File: config.mk
export PLATFORM = sky130hd
export DESIGN_NAME = slow_clk_monitor
export DESIGN_NICKNAME = d
export VERILOG_FILES = /design/src/rtl/clk_div_pkg.sv /design/src/rtl/edge_sync.sv /design/src/rtl/slow_clk_monitor.sv
export SDC_FILE = /design/constraint.sdc
export NUM_CORES = 1
export LEC_CHECK = 0
export CELL_PAD_IN_SITES_DETAIL_PLACEMENT = 0
export CELL_PAD_IN_SITES_GLOBAL_PLACEMENT = 1
export CORE_MARGIN = 3
export CORE_UTILIZATION = 46
export DETAILED_ROUTE_END_ITERATION = 10
export PLACE_DENSITY = 0.88
export SETUP_SLACK_MARGIN = 0.05
export SLEW_MARGIN = 30
export SYNTH_ARGS = -nofsm -noshare
export SYNTH_HDL_FRONTEND = slang
export SYNTH_SLANG_ARGS = --single-unit
export TNS_END_PERCENT = 20
File: constraint.sdc
create_clock -name clk -period 2.27 [get_ports clk]
set_clock_uncertainty 0.05 [all_clocks]
set_input_delay 0.454 -clock clk [delete_from_list [all_inputs] [get_ports clk]]
set_output_delay 0.454 -clock clk [all_outputs]
set_load 0.01 [all_outputs]
File: src/rtl/clk_div_pkg.sv
// Shared types for the clock divider and its slow-domain consumers.
// Holds the monitor FSM encoding, the lock run length and a range helper.
package clk_div_pkg;

  typedef enum logic [1:0] {
    ST_ACQ     = 2'd0,
    ST_LOCKED  = 2'd1,
    ST_STALLED = 2'd2
  } mon_state_t;

  // Consecutive in-range periods needed before declaring lock.
  localparam int LOCK_RUN = 2;

  // True when p lies within exp_p +/- tol (inclusive).
  function automatic logic in_range(
    input int p,
    input int exp_p,
    input int tol
  );
    return (p >= exp_p - tol) && (p <= exp_p + tol);
  endfunction

endpackage

File: src/rtl/edge_sync.sv
// Samples an asynchronous slow clock into the fast domain and produces
// registered one-cycle rise/fall strobes from the synchronised level.
module edge_sync #(
  parameter int SYNC_STAGES = 2
) (
  input  logic clk,
  input  logic reset,
  input  logic din,
  output logic rise,
  output logic fall
);

  logic [SYNC_STAGES-1:0] sync_q, sync_d;
  logic                   prev_q, prev_d;
  logic                   rise_q, rise_d;
  logic                   fall_q, fall_d;
  logic                   s;

  // Shift the input through the chain and compare the newest level to the last one.
  always_comb begin
    sync_d = {sync_q[SYNC_STAGES-2:0], din};
    s      = sync_q[SYNC_STAGES-1];
    prev_d = s;
    rise_d = s & ~prev_q;
    fall_d = ~s & prev_q;
  end

  // Chain, history and strobe registers; reset forgets all pre-reset history.
  always_ff @(posedge clk or posedge reset) begin
    if (reset) begin
      sync_q <= '0;
      prev_q <= 1'b0;
      rise_q <= 1'b0;
      fall_q <= 1'b0;
    end else begin
      sync_q <= sync_d;
      prev_q <= prev_d;
      rise_q <= rise_d;
      fall_q <= fall_d;
    end
  end

  assign rise = rise_q;
  assign fall = fall_q;

endmodule

File: src/rtl/slow_clk_monitor.sv
// Slow clock consumer: edge strobes, rise-to-rise period, lock and stall status.
// Stall detection is built only when SLOW_CLK_MONITOR_STALL_DETECT_EN is defined.
module slow_clk_monitor
  import clk_div_pkg::*;
#(
  parameter int SYNC_STAGES = 2,
  parameter int CNT_W       = 8,
  parameter int EXP_PERIOD  = 12,
  parameter int TOL         = 1,
  parameter int STALL_LIMIT = 32
) (
  input  logic             clk,
  input  logic             reset,
  input  logic             slow_clk,
  output logic             rise_tick,
  output logic             fall_tick,
  output logic [CNT_W-1:0] period,
  output logic             period_vld,
  output logic             locked,
  output logic             stall
);

  localparam logic [CNT_W-1:0] CNT_MAX = '1;

  if (SYNC_STAGES < 2 || STALL_LIMIT >= 2**CNT_W ||
      EXP_PERIOD + TOL >= 2**CNT_W - 1) begin : g_cfg_err
    $error("slow_clk_monitor: illegal parameter combination");
  end

  mon_state_t       state_q, state_d;
  logic [1:0]       run_q, run_d;
  logic [CNT_W-1:0] pcnt_q, pcnt_d;
  logic [CNT_W-1:0] period_q, period_d;
  logic [CNT_W-1:0] p_new;
  logic             vld_q, vld_d;
  logic             first_q, first_d;
  logic             locked_q, stall_q;
  logic             stall_hit;
  logic             enter_stall;

  edge_sync #(
    .SYNC_STAGES(SYNC_STAGES)
  ) u_edge_sync (
    .clk  (clk),
    .reset(reset),
    .din  (slow_clk),
    .rise (rise_tick),
    .fall (fall_tick)
  );

  // Period counter; the first rise after reset or a stall only restarts it.
  always_comb begin
    p_new    = (pcnt_q == CNT_MAX) ? pcnt_q : pcnt_q + CNT_W'(1);
    pcnt_d   = rise_tick ? '0 : p_new;
    vld_d    = rise_tick & ~first_q;
    period_d = vld_d ? p_new : period_q;
    first_d  = first_q;
    if (rise_tick)   first_d = 1'b0;
    if (enter_stall) first_d = 1'b1;
  end

`ifdef SLOW_CLK_MONITOR_STALL_DETECT_EN
  localparam logic [CNT_W-1:0] STALL_MAX = CNT_W'(STALL_LIMIT);
  logic [CNT_W-1:0] scnt_q, scnt_d;

  // Cycles since the last edge of either polarity; an edge beats the timeout.
  always_comb begin
    scnt_d = (scnt_q == STALL_MAX) ? scnt_q : scnt_q + CNT_W'(1);
    if (rise_tick | fall_tick) scnt_d = '0;
    stall_hit = (scnt_d == STALL_MAX);
  end

  // Stall counter register.
  always_ff @(posedge clk or posedge reset) begin
    if (reset) scnt_q <= '0;
    else       scnt_q <= scnt_d;
  end
`else
  assign stall_hit = 1'b0;
`endif

  // Lock FSM next state: judges each reported period, watches for stalls.
  always_comb begin
    state_d     = state_q;
    run_d       = run_q;
    enter_stall = 1'b0;
    unique case (state_q)
      ST_ACQ: begin
        if (stall_hit) begin
          state_d     = ST_STALLED;
          run_d       = '0;
          enter_stall = 1'b1;
        end else if (vld_q) begin
          if (in_range(int'(period_q), EXP_PERIOD, TOL)) begin
            if (run_q + 2'd1 == 2'(LOCK_RUN)) begin
              state_d = ST_LOCKED;
              run_d   = '0;
            end else begin
              run_d = run_q + 2'd1;
            end
          end else begin
            run_d = '0;
          end
        end
      end
      ST_LOCKED: begin
        if (stall_hit) begin
          state_d     = ST_STALLED;
          run_d       = '0;
          enter_stall = 1'b1;
        end else if (vld_q &&
                     !in_range(int'(period_q), EXP_PERIOD, TOL)) begin
          state_d = ST_ACQ;
          run_d   = '0;
        end
      end
      ST_STALLED: begin
        if (rise_tick) begin
          state_d = ST_ACQ;
          run_d   = '0;
        end
      end
      default: begin
        state_d = ST_ACQ;
        run_d   = '0;
      end
    endcase
  end

  // State, counters and registered status outputs.
  always_ff @(posedge clk or posedge reset) begin
    if (reset) begin
      state_q  <= ST_ACQ;
      run_q    <= '0;
      pcnt_q   <= '0;
      period_q <= '0;
      vld_q    <= 1'b0;
      first_q  <= 1'b1;
      locked_q <= 1'b0;
      stall_q  <= 1'b0;
    end else begin
      state_q  <= state_d;
      run_q    <= run_d;
      pcnt_q   <= pcnt_d;
      period_q <= period_d;
      vld_q    <= vld_d;
      first_q  <= first_d;
      locked_q <= (state_d == ST_LOCKED);
      stall_q  <= (state_d == ST_STALLED);
    end
  end

  assign period     = period_q;
  assign period_vld = vld_q;
  assign locked     = locked_q;
  assign stall      = stall_q;

endmodule

* Yosys cells after proc, flatten, opt, wreduce, memory -nomap -nowiden
Cells that the tools add are included.
Widths: inputs -> output; s select.
** Word-level totals
- Register bits after elaboration :: 29
- Input port bits :: 3
- Word-level logic and storage cells :: 50
** Operators by class
- Muxes and demuxes :: 14
- Eq/ne operators :: 9
- $lt $le $gt $ge :: 2
- Reduce and logical (&&, ||, !) cells :: 5
- Bitwise operators :: 6
- Add/sub/neg operators :: 2
** Operators by type and width (count)
- $mux 2 :: 10
- $mux 8 :: 2
- $pmux 2 s3 :: 2
- $add 8x1->8 const B :: 1
- $eq 8x8->1 const B :: 1
- $ge 8x4->1 const B :: 1
- $le 8x4->1 const B :: 1
- $eq 2x2->1 const B :: 3
- $eq 2x1->1 const B :: 2
- $ne 2x2->1 const B :: 2
- $and 1x1->1 :: 3
- $not 1->1 :: 3
- $reduce_and 3->1 :: 1
- $add 2x1->2 const B :: 1
- $logic_and 1x1->1 :: 2
- $logic_not 2->1 :: 1
- $ne 2x1->1 const B :: 1
- $logic_not 1->1 :: 1

* Logic depth before layout (Yosys ltp)
- Depth in word-level cells :: 7
- Gate-level depth with buffers :: 4

* Hierarchy
From an unflattened synthesis, not the netlist that was laid out.
** Second synthesis, totals
- Cell total of the unflattened synthesis :: 115
- Area, all modules :: 1295.0 um^2
** Modules (own cells, without submodules)
- slow_clk_monitor :: cells an instance 107, seq. area each 601.8 um^2, instances 1, area each 1151.1 um^2
- edge_sync :: cells an instance 8, seq. area each 125.1 um^2, instances 1, area each 143.9 um^2

* Least setup slack after synthesis
OpenSTA, ideal clock, no wires.
- Kind :: register to register
- Start :: register pcnt_q[0]
- End :: register period_q[6] (netlist: period[6])
- Setup slack :: 841 ps
- Data arrival time :: 1288 ps
- Library setup time :: 92 ps
- Required time :: 2128 ps
- Cell stages (with the launch flop) :: 5
- Cell sequence :: dfrtp_1 ha_1 and3_1 and4bb_1 o31ai_2
** Between the ends
- Word-level cells in the longest chain between the ends :: 2
- Elaborated cells on any way between the ends :: 3
- Those cells by class :: add/sub (1); eq/ne (1); mux (1)
** RTL lines
- from (decl) :: line slow_clk_monitor.sv:32 : logic [CNT_W-1:0] pcnt_q, pcnt_d;
- from (signal assigned) :: line slow_clk_monitor.sv:144 : pcnt_q <= pcnt_d;
- $add 8x1->8 / $eq 8x8->1 (equally long branches) :: line slow_clk_monitor.sv:53 : p_new = (pcnt_q == CNT_MAX) ? pcnt_q : pcnt_q + CNT_W'(1);
- $mux 8 (*) :: line slow_clk_monitor.sv:53
- to (signal assigned) :: line slow_clk_monitor.sv:145 : period_q <= period_d;
- to (decl) :: line slow_clk_monitor.sv:33 : logic [CNT_W-1:0] period_q, period_d;
Mark *: on every way between the ends. The rest lies on a longest branch, timed or not.
A chain may end at the register's enable or synchronous reset.

* Final worst setup path
- Start :: register u_edge_sync.rise_q (netlist: u_edge_sync.rise)
- End :: output rise_tick
** RTL lines
- from (decl) :: line edge_sync.sv:15 : logic rise_q, rise_d;
- from (signal assigned) :: line edge_sync.sv:38 : rise_q <= rise_d;
- to (decl) :: line slow_clk_monitor.sv:15 : output logic rise_tick,
No word-level cell between the ends.

==> flow_metrics.py <==
metrics = {
    "outcome": {
        "status": "finished, final reports clean",
    },
    "worst_setup_path": {
        "crit_buf_inv": 1,
        "cp_data_required_time_ns": 1.77,
        "r2r-start": "pcnt_q[0]",
        "cpPeakStageDelay_ns": 0.59,
        "worst-path-max-fanout": 14,
        "r2r_end": "period[6]",
        "criticalPathCategory": "flip-flop to output port",
        "critPathTopFamily": "buffers and inverters",
        "worstSetupStartpoint": "u_edge_sync.rise",
        "worstPathArrival_ns": 1.47,
        "reg2reg_slack_ns": 0.71,
        "startpoint_type": "flip-flop",
        "endpoint_kind": "output port",
        "crit_path_top_delay_cell": "clkdlybuf4s50_1",
        "worstPathCellList": "clkdlybuf4s50_1",
        "reg2regPathDepth": 4,
    },
    "cells_and_area": {
        "n_antenna_cell": 0,
        "drive_gt1_share_pct": 14.1,
        "area_growth_pct": 21.5,
        "n_fill_cell": 222,
        "finalNonFillerCells": 165,
        "fin_nets": 138,
    },
    "min_path": {
        "hold_path_depth": 0,
        "hold_class": "flip-flop to flip-flop",
        "min_from": "u_edge_sync.sync_q[0]",
        "hold_end": "u_edge_sync.sync_q[1]",
    },
    "cts": {
        "clockBufferDepth": 2,
        "cts_made_buffers": 5,
        "post_cts_buffers": 0,
        "cts_hold_buf": 0,
        "ctsRootBufferMaster": "clkbuf_4",
        "clock_latency_ns": 0.33,
        "h-tree-depth": 2,
        "cts_sinks": 29,
        "clk_pin_slew_ns": 0.10,
        "cts_tree": "done",
    },
    "detailed_routing": {
        "dr.pass1.iters": 5,
        "avgRoutedWirePerCell_um": 15.8,
        "wl_um": 2600,
        "drtIter0Drc": 31,
        "via_count": 987,
        "antenna_left": 0,
        "avgViaCountPerCell": 5.98,
        "drc": 0,
    },
    "floorplanning": {
        "die_x_um": 59.0,
        "die-area_um2": 3480,
        "rows": 18,
        "coreArea_um2": 2570,
        "die_h_um": 59.0,
        "initial_core_util_pct": 50.2,
        "num_io_pins": 16,
    },
    "timing": {
        "rsz0062_at_grt": "no",
        "min_period_ns": 1.97,
        "setup_viol": 0,
        "post-route-period-util_pct": 86.8,
        "final_hold_viol_count": 0,
        "fin_hold_ws_ns": 0.310,
        "max_slew_margin_pct": 60.1,
        "slew_violations": 0,
        "finalSetupTns_ns": 0,
        "fmax_ghz": 0.508,
        "tightest_slew_ns": 0.598,
    },
    "synth": {
        "synth_fp_nets": 119,
        "yosys.area.top_type_share_pct": 54.3,
        "synth-seq-cells": 29,
        "yosys_warnings": 0,
        "synth_seq_area_share_pct": 56.4,
        "netlist_area_um2": 1290,
        "synth_edf_count": 0,
        "async_flop_share_pct": 100,
        "syn_area_per_cell_um2": 11.2,
        "synth_area_leaders": "dfrtp_1, nor3_1, nand2_1, o31ai_2, a31oi_1",
        "syn_inst": 115,
        "synth_flop_cell": "dfrtp_1",
        "yosysTopAreaCell": "dfrtp_1",
        "yosysUniqueCellTypes": 39,
    },
    "place": {
        "io_buffers": 15,
        "placedCellCount": 157,
        "dpl.hpwl_um": 1740,
        "gp_congestion": 0.797,
    },
    "power": {
        "p_sw_mw": 0.397,
        "pwr-share-comb_pct": 17.0,
        "peakVddDrop_v": 0.000635,
        "power_frac_seq_pct": 46.1,
        "p_clk_share_pct": 36.9,
        "pwr_density_cell_nw_per_um2": 917,
        "power.leakage_nw": 0.663,
        "internal-power_mw": 1.04,
        "power.share.switching_pct": 27.6,
    },
    "global_routing": {
        "grt_max_degree": 30,
        "grt-ovfl-total": 0,
        "first_global_vias": 948,
        "grt_usage_pct": 17.1,
        "antenna_found_initial": 0,
        "grt_pass1_wl_um": 4370,
    },
    "job": {
        "drv_cap": 0,
    },
}
==> cells in the mapped netlist, drive strengths merged, types with 3 or more instances <==
cell type	number
nor3b	4
inv	5
nand3	3
nand2	10
nor3	9
dfrtp	28
nor2b	4
nor2	6
o31ai	7
a211oi	4
a31oi	5
buf	3
and3	3
nand4	3
o21ai	3
==> power by group through the flow <==
stage	clock network (mW)	logic [mW]	registers, mW
global route	0.562	0.269	0.675
finish	0.531	0.244	0.663
CTS	0.541	0.247	0.660
global placement	0	0.237	0.667
floorplan	0	0.137	0.661
detailed placement	0	0.243	0.670
==> how the worst max path moves through the flow <==
stage | to | slack [ns] | cells after the start
2_1_floorplan | period[6] | 0.84 | 4
3_3_place_gp | rise_tick | 0.53 | 1
3_5_place_dp | rise_tick | 0.50 | 1
4_1_cts | rise_tick | 0.13 | 1
5_1_grt | rise_tick | 0.24 | 1
6_report | rise_tick | 0.30 | 1
==> cells in the final DEF (no fill, tap or decap), drive strengths merged, types with 2 or more instances in the layout <==
cell | synthesis | routed
a211oi | 4 | 4
a31oi | 5 | 5
and3 | 3 | 3
bufinv | 0 | 2
clkbuf | 1 | 5
clkdlybuf4s50 | 0 | 15
dfrtp | 28 | 28
inv | 5 | 5
nand2 | 10 | 10
nand3 | 3 | 3
nand4 | 3 | 3
nor2 | 6 | 6
nor2b | 4 | 4
nor3 | 9 | 9
nor3b | 4 | 4
o21ai | 3 | 3
o31ai | 7 | 7
==> flip-flops by register name (all words and copies together) (netlist names) <==
| register | flops |
|---|---|
| pcnt_q | 8 |
| period | 8 |
| run_q | 2 |
| state_q | 2 |
| u_edge_sync.sync_q | 2 |
| first_q | 1 |
| locked | 1 |
| period_vld | 1 |
| stall | 1 |
| u_edge_sync.fall | 1 |
| u_edge_sync.prev_q | 1 |
| u_edge_sync.rise | 1 |
==> metrics by stage <==
stage | setup WS [ns] | cell area, um^2 | power [mW] | utilization (%)
floorplan | 0.841 | 1290 | 0.798 | -
global placement | 0.529 | 1460 | 0.904 | 57.0
detailed placement | 0.505 | 1460 | 0.912 | 57.0
CTS | 0.126 | 1570 | 1.45 | 61.0
global route | 0.236 | 1570 | 1.51 | 61.1
finish | 0.300 | 1570 | 1.44 | 61.1
==> final cells by class <==
type | instances | area (um^2) | area share, %
Sequential cell | 29 | 728 | 46.4
Multi-Input combinational cell | 77 | 523 | 33.4
Timing Repair Buffer | 16 | 158 | 10.1
Clock inverter | 3 | 65.1 | 4.15
Clock buffer | 5 | 37.5 | 2.39
Tap cell | 30 | 37.5 | 2.39
Inverter | 5 | 18.8 | 1.20
==> worst register-to-register path, stage by stage, from the launching register on <==
cell	delay, ns
dfrtp_1	0.45
ha_1	0.30
and3_1	0.25
and4bb_1	0.22
o31ai_2	0.21
==> cell families (layout without fill, tap and decap cells) <==
| group | after synthesis | after routing | synth area share (%) |
|---|---|---|---|
| adder cells (fa/ha/maj) | 1 | 1 | 0.970 |
| AO/OA/AOI/OAI | 27 | 27 | 17.1 |
| flip-flops | 29 | 29 | 56.4 |
| multiplexers | 1 | 1 | 0.776 |
| AND/OR/NAND/NOR | 48 | 48 | 21.7 |
| buffers and inverters | 9 | 29 | 3.10 |
==> timing repair <==
action,in CTS,in global routing
resized for setup,0,1
endpoints found under the hold margin,0,0
setup endpoints to repair,0,1
==> layer usage <==
layer	up-vias	GRT usage, %	share of wire, %
met4	0	9.71	2.3
met3	6	4.61	5.8
met2	32	25.6	45
met5	-	0	0
met1	484	22.3	46
li1	465	-	-
Note: power is estimated with default switching activity, not from simulation.
